===== src/rtl/bus_copy_engine.sv =====
// Bus-master block copy: reads a word from src, writes it to dst, repeats `length` times.
// Bus data returns one cycle after the read address, so every word is READ, CAPTURE, WRITE.
module bus_copy_engine #(
    parameter int unsigned address_width = 16,
    parameter int unsigned data_width    = 8,
    parameter int unsigned len_width     = 16
) (
    input  logic                     clk,
    input  logic                     reset_n,
    input  logic                     start,
    input  logic                     abort,
    input  logic [address_width-1:0] src_addr,
    input  logic [address_width-1:0] dst_addr,
    input  logic [len_width-1:0]     length,
    output logic                     busy,
    output logic                     done,
    output logic                     aborted,
    output logic [len_width-1:0]     words_done,
    output logic                     bus_req,
    input  logic                     bus_gnt,
    output logic [address_width-1:0] bus_addr,
    output logic                     bus_wr,
    output logic [data_width-1:0]    bus_dout,
    input  logic [data_width-1:0]    bus_din
);

    localparam logic [address_width-1:0] AddrOne = address_width'(1);
    localparam logic [len_width-1:0]     LenOne  = len_width'(1);

    typedef enum logic [2:0] {StIdle, StRead, StCapture, StWrite, StFin} state_e;

    state_e                   state_q, state_d;
    logic [address_width-1:0] src_ptr_q, src_ptr_d;
    logic [address_width-1:0] dst_ptr_q, dst_ptr_d;
    logic [len_width-1:0]     remaining_q, remaining_d;
    logic [len_width-1:0]     words_done_q, words_done_d;
    logic [data_width-1:0]    data_q, data_d;
    logic                     aborted_q, aborted_d;

    // State and datapath registers, synchronous active-low reset.
    always_ff @(posedge clk) begin
        if (!reset_n) begin
            state_q      <= StIdle;
            src_ptr_q    <= '0;
            dst_ptr_q    <= '0;
            remaining_q  <= '0;
            words_done_q <= '0;
            data_q       <= '0;
            aborted_q    <= 1'b0;
        end else begin
            state_q      <= state_d;
            src_ptr_q    <= src_ptr_d;
            dst_ptr_q    <= dst_ptr_d;
            remaining_q  <= remaining_d;
            words_done_q <= words_done_d;
            data_q       <= data_d;
            aborted_q    <= aborted_d;
        end
    end

    // Next state and datapath updates.
    always_comb begin
        state_d      = state_q;
        src_ptr_d    = src_ptr_q;
        dst_ptr_d    = dst_ptr_q;
        remaining_d  = remaining_q;
        words_done_d = words_done_q;
        data_d       = data_q;
        aborted_d    = aborted_q;
        case (state_q)
            StIdle: begin
                if (start) begin
                    src_ptr_d    = src_addr;
                    dst_ptr_d    = dst_addr;
                    remaining_d  = length;
                    words_done_d = '0;
                    aborted_d    = 1'b0;
                    state_d      = (length == '0) ? StFin : StRead;
                end
            end
            StRead: begin
                if (abort) begin
                    aborted_d = 1'b1;
                    state_d   = StIdle;
                end else if (bus_gnt) begin
                    src_ptr_d = src_ptr_q + AddrOne;
                    state_d   = StCapture;
                end
            end
            StCapture: begin
                data_d = bus_din;
                if (abort) begin
                    aborted_d = 1'b1;
                    state_d   = StIdle;
                end else begin
                    state_d = StWrite;
                end
            end
            StWrite: begin
                // A granted write commits even when abort arrives in the same cycle.
                if (bus_gnt) begin
                    dst_ptr_d    = dst_ptr_q + AddrOne;
                    words_done_d = words_done_q + LenOne;
                    remaining_d  = remaining_q - LenOne;
                    if (abort) begin
                        aborted_d = 1'b1;
                        state_d   = StIdle;
                    end else if (remaining_q == LenOne) begin
                        state_d = StFin;
                    end else begin
                        state_d = StRead;
                    end
                end else if (abort) begin
                    aborted_d = 1'b1;
                    state_d   = StIdle;
                end
            end
            StFin:   state_d = StIdle;
            default: state_d = StIdle;
        endcase
    end

    // Outputs decoded from registered state only.
    always_comb begin
        busy       = (state_q != StIdle);
        done       = (state_q == StFin);
        aborted    = aborted_q;
        words_done = words_done_q;
        bus_req    = 1'b0;
        bus_addr   = '0;
        bus_wr     = 1'b0;
        bus_dout   = '0;
        case (state_q)
            StRead: begin
                bus_req  = 1'b1;
                bus_addr = src_ptr_q;
            end
            StCapture: begin
                // Pointer already advanced on the granted read; show the address just read.
                bus_req  = 1'b1;
                bus_addr = src_ptr_q - AddrOne;
            end
            StWrite: begin
                bus_req  = 1'b1;
                bus_addr = dst_ptr_q;
                bus_wr   = 1'b1;
                bus_dout = data_q;
            end
            default: ;
        endcase
    end

endmodule

===== config.mk =====
export PLATFORM = sky130hd
export DESIGN_NAME = bus_copy_engine
export DESIGN_NICKNAME = d
export VERILOG_FILES = /design/src/rtl/bus_copy_engine.sv
export SDC_FILE = /design/constraint.sdc
export NUM_CORES = 1
export LEC_CHECK = 0
export BUFFER_PORTS_ARGS = -buffer_cell sky130_fd_sc_hd__buf_2
export CORE_ASPECT_RATIO = 1.5
export CORE_UTILIZATION = 30
export DETAILED_ROUTE_END_ITERATION = 10
export PLACE_DENSITY = 0.52
export SLEW_MARGIN = 25
export SYNTH_ARGS = -nofsm -noshare
export SYNTH_HDL_FRONTEND = slang
export SYNTH_SLANG_ARGS = --single-unit

===== constraint.sdc =====
create_clock -name clk -period 3 [get_ports clk]
set_input_delay 0.6 -clock clk [delete_from_list [all_inputs] [get_ports clk]]
set_output_delay 0.6 -clock clk [all_outputs]
set_load 0.02 [all_outputs]

# Yosys cells after proc, flatten, opt, wreduce, memory -nomap -nowiden
# Cells that the tools add are included.
# totals
regBits	76
wordCells	65
input_bits	61
output_inout_bits	45
# classes
add_sub_neg	5
eq_ne	12
reduce_logical	11
muxes	30
# ops
operator	n
two-way mux 16 bit	9
case mux 16 bit (2 select lines)	4
adder 16 x 1 -> 16 bit, second input constant	3
case mux 16 bit (3 select lines)	1
subtractor 16 x 1 -> 16 bit, second input constant	2
two-way mux 3 bit	8
equality test 16 x 1 -> 1 bit, second input constant	1
logical NOT 16 bit	1
case mux 3 bit (4 select lines)	1
AND reduction 3 bit	3
two-way mux 8 bit	1
!= test 2 bit, second input constant	4
equality test 3 x 2 -> 1 bit, second input constant	2
!= test 3 bit, second input constant	2
nonzero test 2 bit	3
two-way mux 1 bit	4
AND reduction 4 bit	1
equality test 3 x 1 -> 1 bit, second input constant	1
equality test 3 bit, second input constant	1
logical NOT 3 bit	1
nonzero test 3 bit	1
OR reduction 3 bit	1
two-way mux 2 bit	1
!= test 2 x 1 -> 1 bit, second input constant	1
case mux 1 bit (2 select lines)	1

# Logic depth before layout (Yosys ltp)
# Gate-level depths: netlist of the first run.
# depth
depth_word	5
ltp_mapped	8
depth_no_buf	7

# Worst setup path before layout of the first run
# OpenSTA, ideal clock, no wires.
# synth_path
path_type	flip-flop to output port
startpoint	register src_ptr_q[0]
endpoint	output port bus_addr[10]
t_required_ps	2400
n_path_buf	0
t_arrival_ps	2214
stages_incl_launch_ff	8
slack_ps	186
cell_sequence	dfxtp_1 inv_1 ha_1 or3b_4 or2_1 or4_1 xor2_1 o22ai_1
# synth_via
elab_chain_cells	2
# synth_lines
item	line	text
start, declared	33	logic [address_width-1:0] src_ptr_q, src_ptr_d;
start signal, assigned	52	src_ptr_q <= src_ptr_d;
subtractor 16 x 1 -> 16 bit	141	bus_addr = src_ptr_q - AddrOne;
case mux 16 bit (3 select lines)	133	case (state_q)
end, declared	21	output logic [address_width-1:0] bus_addr,
# No other way between the ends.

# Final worst setup path of the first run
# layout_path
startpoint	register src_ptr_q[1]
endpoint	output port bus_addr[11]
# The elaborated chain is that of the path after synthesis.

==> results of run 1 <==
==> tightest hold or removal path: stages (launching register included) <==
cell and delay (ns):
dfxtp_1 0.30, nand2_1 0.05, a21oi_1 0.05
==> worst min-delay path by stage <==
stage	to	slack [ns]	depth (start not counted)
global route	data_q[2]$_SDFFE_PN0P_	0.47	2
floorplan	data_q[0]$_SDFFE_PN0P_	0.43	2
detailed placement	data_q[6]$_SDFFE_PN0P_	0.44	2
CTS	data_q[6]$_SDFFE_PN0P_	0.45	2
finish	data_q[7]$_SDFFE_PN0P_	0.45	2
global placement	data_q[3]$_SDFFE_PN0P_	0.44	2
==> cells by family (layout without fill, tap and decap cells) <==
kind of cell | Yosys count | after routing | synth area share
compound gates | 189 | 189 | 0.245
flops | 76 | 76 | 0.308
buf+inv | 68 | 170 | 0.0572
fa+ha+maj | 6 | 6 | 0.0152
mux | 12 | 12 | 0.0258
simple gates | 311 | 311 | 0.310
xor+xnor | 22 | 22 | 0.0390
==> layer usage <==
metal | share of wire | routed length (um)
met1 | 0.43 | 7120
met3 | 0.037 | 615
met2 | 0.51 | 8430
met5 | 0.00079 | 13
met4 | 0.022 | 356
==> state kept, by name, indices dropped and copies added (netlist names) <==
signal       count
data_q           8
src_ptr_q       16
aborted          1
words_done      16
remaining_q     16
state_q          3
dst_ptr_q       16
==> cells in the mapped netlist, drive strengths merged (4+ instances only) <==
| master | instances | area [sq um] |
|---|---|---|
| inv | 15 | 56.3 |
| a211oi | 9 | 67.6 |
| a21o | 6 | 46.3 |
| nand4 | 15 | 93.8 |
| nor3 | 28 | 140 |
| o31ai | 5 | 37.5 |
| or3 | 5 | 36.3 |
| a31oi | 4 | 25.0 |
| nor2 | 76 | 285 |
| a22oi | 13 | 97.6 |
| and4 | 5 | 43.8 |
| nand3 | 22 | 110 |
| o311ai | 4 | 35.0 |
| xor2 | 8 | 70.1 |
| a311oi | 5 | 43.8 |
| nor4 | 18 | 119 |
| o211ai | 5 | 37.5 |
| nor3b | 4 | 30.0 |
| o21ai | 43 | 215 |
| xnor2 | 14 | 123 |
| ha | 6 | 75.1 |
| mux2 | 6 | 67.6 |
| a21oi | 58 | 290 |
| and3 | 10 | 62.6 |
| o22ai | 5 | 31.3 |
| dfxtp | 76 | 1520 |
| or4 | 7 | 60.1 |
| and2 | 15 | 93.8 |
| buf | 18 | 95.1 |
| nor2b | 5 | 31.3 |
| o31a | 4 | 35.0 |
| nand2b | 4 | 25.0 |
| clkbuf | 34 | 128 |
| nand2 | 88 | 330 |
| mux2i | 6 | 60.1 |
==> cell usage in the layout (no fill, tap or decap), types with 16 or more instances in the layout <==
cell type and n:
a21oi_1 55, buf_2 99, buf_4 36, dfxtp_1 74
nand2_1 88, nand3_1 22, nor2_1 75, nor3_1 28
nor4_1 16, o21ai_0 43
==> repair_timing <==
item,in CTS,in global routing
pin swaps,2,9
hold endpoints to repair,0,0
gates resized for setup,5,20
setup buffers,4,2
endpoints found under the setup margin,7,8
==> where the power goes <==
| group | internal (uW) | switching (uW) |
|---|---|---|
| clock | 581 | 443 |
| sequential | 1070 | 84.7 |
| combinational | 276 | 342 |
==> per-stage QoR <==
| stage | worst slack (ns) | util |
|---|---|---|
| after floorplan | 0.186 | - |
| after global placement | 0.193 | 0.354 |
| after detailed placement | 0.180 | 0.354 |
| after CTS | -0.159 | 0.373 |
| after global routing | -0.208 | 0.379 |
| final | -0.145 | 0.379 |
==> cell type report <==
| cell class | instances | area, sq um | area share |
|---|---|---|---|
| clock buffers | 12 | 246 | 0.0402 |
| well taps | 206 | 258 | 0.0420 |
| clock inverters | 4 | 25.0 | 0.00408 |
| inverters | 16 | 60.1 | 0.00980 |
| flip-flops and latches | 76 | 1520 | 0.249 |
| repair buffers | 138 | 808 | 0.132 |
| multi-input cells | 540 | 3210 | 0.523 |
==> out/results.txt, run 1 <==
htree depth: 3
HP Class: reg -> reg
Vias per Instance: 5.39
most crowded layer after global routing: met2
Initial Utilization: 0.306
Leakage: 0.00242 uW
CTS buffer count: 9
IO Port Bufs: 105
Cell Area, Placed: 5730 sq um
Core Region: 16200 sq um
Die Wd: 107 um
Worst Setup Path Type: reg -> out
fin crit share: 1.05
slowest CP cell: or4_4
row count: 57
Setup crit end: bus_addr[11]
Worst Path Arrival: 2.54 ns
R2R Path Start: state_q[0]$_SDFFE_PN0P_
FFs w/ async S/R, synth: 0
Power Density: 456 nW/um^2
Crit path top cell by count: or4_4
synth warn: 0
Wirelength per Cell: 16.7 um
maximum clock rate: 318 MHz
Max Cap Viol: 0
final setup margin: -0.145 ns
Tmin final: 3.14 ns
Routed Antenna Nets: 0
Most used DFF post-synth: dfxtp_1
Final Hold Fails: 0
HPWL after detailed placement: 12000 um
Worst setup EP type: output port
Crit path max-delay family: simple AND/OR/NAND/NOR gates
cells along the critical path: buf_6 -> or4_4 -> or4_4 -> or3_4 -> a21oi_2 -> o32ai_2 -> buf_4
CTS max path bufs: 2
met2 usage: 0.345
Synth cell types: 64
DRT Pass-1 Iters: 5
largest net degree at the start of global routing: 42
critical path fanouts, max: 3
Tot GR Track Use: 0.197
FF+latch count, synth: 76
nets: 848
HP Start: data_q[7]$_SDFFE_PN0P_
Gate Count Post-Synth: 684
Startpoint Class: register
M1 GR Usage: 0.237
final max-slew violation count: 0
Post-synth EDFFs: 0
IO Pins: 106
reg2reg path depth: 5
Hold WS: 0.450 ns
initial antenna violation count: 1
Synth Cell Area: 4950 sq um
placed insts: 970
CTS clock-pin slew for the worst setup and hold paths: 0.06 ns
crit path buf inv count: 2
CP max stage delay: 0.54 ns
failing checks: negative setup slack
grt ovf: 0
Synth Area per Inst: 7.23 sq um
first-pass GRT wire length: 26500 um
Mapped Nets: 751
Die Height: 159 um
unrepaired setup endpoints after global routing: true
Hold-fix buffers, CTS: 0
Final Cell Area: 6130 sq um
Setup crit start: src_ptr_q[1]$_SDFFE_PN0P_
TNS Setup: -0.271 ns
worst endpoint required time: 2.40 ns
Max-slew headroom: 0.484
share of post-route cells with drive strength above 1: 0.235
die area: 17000 sq um
CTS tree: built
TritonCTS sink count: 76
Initial DRC Count: 289
register area share after synthesis: 0.308
number of diodes: 0
# setup viols final: 4
reg2reg end: src_ptr_q[13]$_SDFFE_PN0P_
met3 GRT Util: 0.0299
Slew @ Worst Pin: 0.769 ns
area delta synth->final: 24.0%
Root Buffer: clkbuf_16
overall power: 2790 uW
reg2reg setup slack: 0.66 ns
VDD IR-drop max: 0.000224 V
vias in the first global route: 5055
final non-filler cell total: 992
Vias: 5351
DRC Markers: 0
Critical Path Stages: 7
Routability Congestion: 0.814
clk_lat worst skew: 0.34 ns
outcome: finished with violations
Fill cells: 1717
Setup Skew: 0.00589 ns
routed wire length: 16500 um
Note: power is estimated with default switching activity, not from simulation.
==> run 2, diff against run 1 <==
--- a/config.mk
+++ b/config.mk
@@ -10,6 +10,7 @@
 export CORE_UTILIZATION = 30
 export DETAILED_ROUTE_END_ITERATION = 10
 export PLACE_DENSITY = 0.52
+export REMOVE_ABC_BUFFERS = 1
 export SLEW_MARGIN = 25
 export SYNTH_ARGS = -nofsm -noshare
 export SYNTH_HDL_FRONTEND = slang
==> out/results.txt, run 2 (synthesis results as in run 1) <==
cells along the critical path: inv_4 -> ha_4 -> or3b_4 -> or2_4 -> or4_4 -> xor2_1 -> o22ai_1 -> buf_4
Setup crit start: src_ptr_q[1]$_SDFFE_PN0P_
Comb pwr share: 0.215 (-0.006)
CP max stage delay: 0.42 ns (-0.12 ns)
final max-slew violation count: 0 (unchanged)
outcome: finished with violations
Max Cap Viol: 0 (unchanged)
Tot GR Track Use: 0.198 (+0.000441)
vias in the first global route: 5124 (+1.4%)
sw power: 846 uW (-2.7%)
Critical Path Stages: 8 (+1)
slowest CP cell: or4_4
overall power: 2860 uW (+2.4%)
Cell Area, Placed: 5730 sq um (about the same)
fin crit share: 1.03 (-0.0213)
first-pass GRT wire length: 26700 um (+0.81%)
Startpoint Class: register
IO Pins: 106 (unchanged)
row count: 57 (unchanged)
Setup Skew: 0.00732 ns (+0.00144 ns)
most crowded layer after global routing: met2
CTS clock-pin slew for the worst setup and hold paths: 0.06 ns (about the same)
DRC Markers: 0 (unchanged)
HP Class: reg -> reg
TritonCTS sink count: 76 (unchanged)
Root Buffer: clkbuf_16
nets: 851 (+0.35%)
IO Port Bufs: 105 (unchanged)
Final Hold Fails: 0 (unchanged)
Routed Antenna Nets: 0 (unchanged)
Final Cell Area: 6140 sq um (+0.12%)
met3 GRT Util: 0.0287 (-0.00123)
final setup margin: -0.0811 ns (+0.0638 ns)
CTS max path bufs: 2 (unchanged)
critical path fanouts, max: 4 (+1)
R2R Path Start: state_q[0]$_SDFFE_PN0P_
Setup crit end: bus_addr[10]
met2 usage: 0.356 (+0.0106)
clk_lat worst skew: 0.34 ns (about the same)
htree depth: 3 (unchanged)
reg2reg setup slack: 0.75 ns (+0.09 ns)
Routability Congestion: 0.841 (+3.4%)
Tmin final: 3.08 ns (-0.0638 ns)
number of diodes: 0 (unchanged)
Leakage: 0.00244 uW (+0.98%)
Die Height: 159 um (unchanged)
TNS Setup: -0.136 ns (+0.135 ns)
CTS tree: built
Worst Path Arrival: 2.48 ns (-0.06 ns)
Seq pwr share: 0.401 (-0.011)
Hold-fix buffers, CTS: 0 (unchanged)
Vias per Instance: 5.36 (-0.64%)
worst endpoint required time: 2.40 ns (about the same)
Core Region: 16200 sq um (unchanged)
# setup viols final: 2 (-2)
unrepaired setup endpoints after global routing: true
Die Wd: 107 um (unchanged)
M1 GR Usage: 0.233 (-0.00420)
largest net degree at the start of global routing: 42 (unchanged)
Crit path max-delay family: simple AND/OR/NAND/NOR gates
area delta synth->final: 24.1%
maximum clock rate: 325 MHz (+2.1%)
Vias: 5322 (-0.54%)
Worst setup EP type: output port
Int Power: 2020 uW (+4.8%)
Net Sw Frac: 0.296 (-0.0157)
DRT Pass-1 Iters: 7 (+2)
reg2reg end: src_ptr_q[7]$_SDFFE_PN0P_
Max-slew headroom: 0.519 (+0.0347)
reg2reg path depth: 6 (+1)
Initial DRC Count: 244 (-16%)
Worst Setup Path Type: reg -> out
commonest non-fill, non-tap cells in the layout: 102 x buf_2, 88 x nand2_1, 76 x nor2_1
grt ovf: 0 (unchanged)
failing checks: negative setup slack
most common cell after layout, fill and taps aside: buf_2
HPWL after detailed placement: 12100 um (+1.5%)
Initial Utilization: 0.306 (unchanged)
Power Density: 466 nW/um^2 (+2.3%)
share of post-route cells with drive strength above 1: 0.234 (-0.00157)
initial antenna violation count: 0 (-1)
Core Util, Final: 0.379 (+0.000464)
VDD IR-drop max: 0.000235 V (+4.7%)
CTS buffer count: 9 (unchanged)
Slew @ Worst Pin: 0.717 ns (-0.0518 ns)
routed wire length: 16600 um (+0.19%)
die area: 17000 sq um (unchanged)
crit path buf inv count: 2 (unchanged)
Wirelength per Cell: 16.7 um (about the same)
Clock power frac: 0.384 (+0.018)
run 2: power groups by stage:
stage	Sequential [uW]	Clock, uW	Combinational [uW]
after floorplan	1160	0	349
after global placement	1170	0	562
after detailed placement	1170	0	560
after CTS	1140	1130	596
after global routing	1160	1150	682
final	1150	1100	615
run 2: final cells by class:
class,instances,area [sq um]
tap,206,258
inverter,16,65.1
clock inverter,2,35.0
fill,1755,10100
multi-input combinational,540,3190
sequential,76,1530
timing repair buffer,141,807
clock buffer,12,256
run 2: layer usage:
metal / wire [um] / share of wire
met5: 0 / 0
met2: 8500 / 0.51
met4: 445 / 0.027
met3: 571 / 0.034
met1: 7050 / 0.43
run 2: tightest hold or removal path, stage by stage (launching register included):
cell and delay, ns:
dfxtp_1 0.30, nand2_1 0.05, a21oi_1 0.05
run 2: how the worst min path moves through the flow:
stage               depth (start not counted)                endpoint                   start
floorplan                                   2  data_q[0]$_SDFFE_PN0P_  data_q[0]$_SDFFE_PN0P_
global placement                            2  data_q[2]$_SDFFE_PN0P_  data_q[2]$_SDFFE_PN0P_
detailed placement                          2  data_q[5]$_SDFFE_PN0P_  data_q[5]$_SDFFE_PN0P_
CTS                                         2  data_q[2]$_SDFFE_PN0P_  data_q[2]$_SDFFE_PN0P_
global route                                2  data_q[4]$_SDFFE_PN0P_  data_q[4]$_SDFFE_PN0P_
finish                                      2  data_q[2]$_SDFFE_PN0P_  data_q[2]$_SDFFE_PN0P_
run 2: timing repair:
| item | CTS | global route |
|---|---|---|
| cloned | 0 | 0 |
| endpoints found under the setup margin | 5 | 7 |
| pin swaps | 4 | 5 |
| setup buffers | 5 | 2 |
| resized for setup | 12 | 9 |
run 2: stage by stage:
stage               instances  hold slack (ns)  setup slack (ns)
floorplan                 632            0.432            -0.722
global placement          972            0.439             0.128
detailed placement        972            0.443             0.163
CTS                       991            0.451           -0.0571
global route              993            0.465            -0.156
finish                    993            0.449           -0.0811
==> run 3, diff against run 2 <==
--- a/config.mk
+++ b/config.mk
@@ -5,6 +5,7 @@
 export SDC_FILE = /design/constraint.sdc
 export NUM_CORES = 1
 export LEC_CHECK = 0
+export ABC_AREA = 1
 export BUFFER_PORTS_ARGS = -buffer_cell sky130_fd_sc_hd__buf_2
 export CORE_ASPECT_RATIO = 1.5
 export CORE_UTILIZATION = 30
==> out/results.txt, run 3 <==
Most used DFF post-synth: dfxtp_1
Initial DRC Count: 276 (+13%)
Power Density: 521 nW/um^2 (+12%)
Vias per Instance: 4.91 (-8.4%)
VDD IR-drop max: 0.000247 V (+5.2%)
synth warn: 0 (unchanged)
unrepaired setup endpoints after global routing: false
Tot GR Track Use: 0.193 (-0.00476)
die area: 17800 sq um (+4.5%)
slowest CP cell: dfxtp_1
Initial Utilization: 0.307 (+0.00156)
Core Util, Final: 0.368 (-0.0114)
grt ovf: 0 (unchanged)
FFs w/ async S/R, synth: 0 (unchanged)
Hold-fix buffers, CTS: 0 (unchanged)
most common cell in the netlist: nand2_1
Crit path top cell by count: nor2_1
Max Cap Viol: 0 (unchanged)
vias in the first global route: 5658 (+10%)
IO Port Bufs: 105 (unchanged)
M1 GR Usage: 0.221 (-0.0122)
CTS buffer count: 9 (unchanged)
Wirelength per Cell: 13.8 um (-17%)
Slew @ Worst Pin: 0.590 ns (-0.128 ns)
critical path fanouts, max: 5 (+1)
Routability Congestion: 0.837 (-0.55%)
Routed Antenna Nets: 0 (unchanged)
routed wire length: 16600 um (about the same)
crit path buf inv count: 4 (+2)
final max-slew violation count: 0 (unchanged)
worst endpoint required time: 2.40 ns (about the same)
Synth Area per Inst: 5.79 sq um (-20%)
post-synth top area cell: dfxtp_1
htree depth: 3 (unchanged)
CP max stage delay: 0.34 ns (-0.08 ns)
Synth cell types: 38 (-41%)
Setup Buffers After CTS: 0 (-5)
FF+latch count, synth: 76 (unchanged)
Synth area leaders: dfxtp_1 29%, nand2_1 16%, nor2_1 13%, o21ai_0 7.7%, inv_1 6.5%
Root Buffer: clkbuf_16
# setup viols final: 0 (-2)
fin crit share: 0.912 (-0.115)
cells along the critical path: inv_1 -> ha_1 -> nand2_1 -> nor2_1 -> inv_1 -> nor2_1 -> buf_4 -> nor2_1 -> o31ai_1 -> buf_2
Crit path max-delay family: buffers and inverters
Fill cells: 1941 (+11%)
TNS Setup: 0 ns (+0.136 ns)
outcome: finished clean
met3 GRT Util: 0.0248 (-0.00384)
Max-slew headroom: 0.606 (+0.0874)
met2 usage: 0.363 (+0.00705)
first-pass GRT wire length: 27000 um (+1.2%)
IO Pins: 106 (unchanged)
maximum clock rate: 365 MHz (+13%)
Final Hold Fails: 0 (unchanged)
synth cell count leaders: 220 x nand2_1, 175 x nor2_1, 90 x inv_1, 80 x o21ai_0, 76 x dfxtp_1
Vias: 5900 (+11%)
CTS tree: built
Leakage: 0.00281 uW (+15%)
CTS clock-pin slew for the worst setup and hold paths: 0.06 ns (about the same)
row count: 58 (+1.8%)
Tmin final: 2.74 ns (-0.345 ns)
Worst Setup Path Type: reg -> out
CTS max path bufs: 2 (unchanged)
Die Wd: 109 um (+2.2%)
post-cts gate resize count: 0 (-12)
register area share after synthesis: 0.294 (-0.0133)
largest net degree at the start of global routing: 38 (-9.5%)
Synth top area share: 0.294 (-0.0133)
TritonCTS sink count: 76 (unchanged)
Worst Path Arrival: 2.14 ns (-0.34 ns)
Core Region: 16800 sq um (+4.0%)
most crowded layer after global routing: met2
initial antenna violation count: 0 (unchanged)
Worst setup EP type: output port
DRT Pass-1 Iters: 5 (-2)
area delta synth->final: 19.8%
clk_lat worst skew: 0.34 ns (about the same)
HP Class: reg -> reg
Die Height: 163 um (+2.2%)
Gate Count Post-Synth: 893 (+31%)
share of post-route cells with drive strength above 1: 0.155 (-0.0786)
commonest non-fill, non-tap cells in the layout: 220 x nand2_1, 175 x nor2_1, 105 x buf_2
DRC Markers: 0 (unchanged)
Synth Cell Area: 5170 sq um (+4.5%)
Setup Skew: 0.0104 ns (+0.00310 ns)
most common cell after layout, fill and taps aside: nand2_1
Startpoint Class: register
number of diodes: 0 (unchanged)
Post-synth EDFFs: 0 (unchanged)
nets: 1054 (+24%)
HPWL after detailed placement: 12400 um (+2.4%)
[run 3: cell count changes in the layout (fill, tap and decap cells not counted), sizes merged, moves of 9 or more]
cell and delta:
nor2 +103, nand2 +138, o21ai +43, xnor2 -13, a22oi -11, nor4 -17, and2 -15, inv +82
buf -22, nor3 -12, and3 -9, nand3 +40
[run 3: tightest hold or removal path: cells and delay by family, from the launching register on]
family | cells | cell delay, ns
flip-flops | 1 | 0.29
buffers and inverters | 1 | 0.06
AO/OA/AOI/OAI | 1 | 0.05
[run 3: layer usage]
metal	wire length, um	vias to the layer above
li1	-	3081
met1	7210	2700
met2	8530	104
met3	564	15
met4	259	0
met5	0	-
[run 3: stage by stage]
stage | cell area, sq um | hold slack, ns | total power, uW | setup slack (ns) | cells
after floorplan | 5000 | 0.429 | 1800 | 0.237 | 857
after global placement | 5890 | 0.443 | 2110 | 0.626 | 1186
final | 6190 | 0.452 | 3230 | 0.264 | 1202
after CTS | 6190 | 0.457 | 3270 | 0.243 | 1202
after global routing | 6190 | 0.475 | 3440 | 0.0274 | 1202
after detailed placement | 5890 | 0.448 | 2110 | 0.615 | 1186
[run 3: path summary, 6_finish.rpt]
path                                           startpoint  slack [ns]                          to  cells past startpoint
worst max-delay path            src_ptr_q[0]$_SDFFE_PN0P_        0.26                 bus_addr[8]                     10
worst min-delay path               data_q[1]$_SDFFE_PN0P_        0.45      data_q[1]$_SDFFE_PN0P_                      2
worst min register to register     data_q[1]$_SDFFE_PN0P_        0.45      data_q[1]$_SDFFE_PN0P_                      2
worst max register to register    state_q[2]$_SDFFE_PN0P_        0.73  dst_ptr_q[12]$_SDFFE_PN0P_                     11
[run 3: logic make-up (layout without fill, tap and decap cells)]
| logic type | after synthesis | after routing | share of synthesized area |
|---|---|---|---|
| adders and majority gates | 6 | 6 | 0.0145 |
| AOI/OAI and AO/OA | 170 | 170 | 0.177 |
| xor gates and xnor gates | 3 | 3 | 0.00508 |
| and+or+nand+nor | 504 | 504 | 0.404 |
| DFF | 76 | 76 | 0.294 |
| buffers and inverters | 134 | 233 | 0.105 |
[run 3: layout make-up]
| type | count | area (sq um) | share of cell area |
|---|---|---|---|
| clock buffers | 10 | 239 | 0.0386 |
| clock inverters | 6 | 63.8 | 0.0103 |
| inverters | 98 | 368 | 0.0594 |
| multi-input cells | 683 | 3110 | 0.502 |
| flip-flops and latches | 76 | 1520 | 0.246 |
| well taps | 210 | 263 | 0.0424 |
| repair buffers | 119 | 631 | 0.102 |
[run 3: report_power, final]
group | switching [uW] | internal (uW) | leakage (uW)
Combinational | 583 | 288 | 0.00205
Clock | 475 | 667 | 0.000144
Sequential | 113 | 1100 | 0.000624
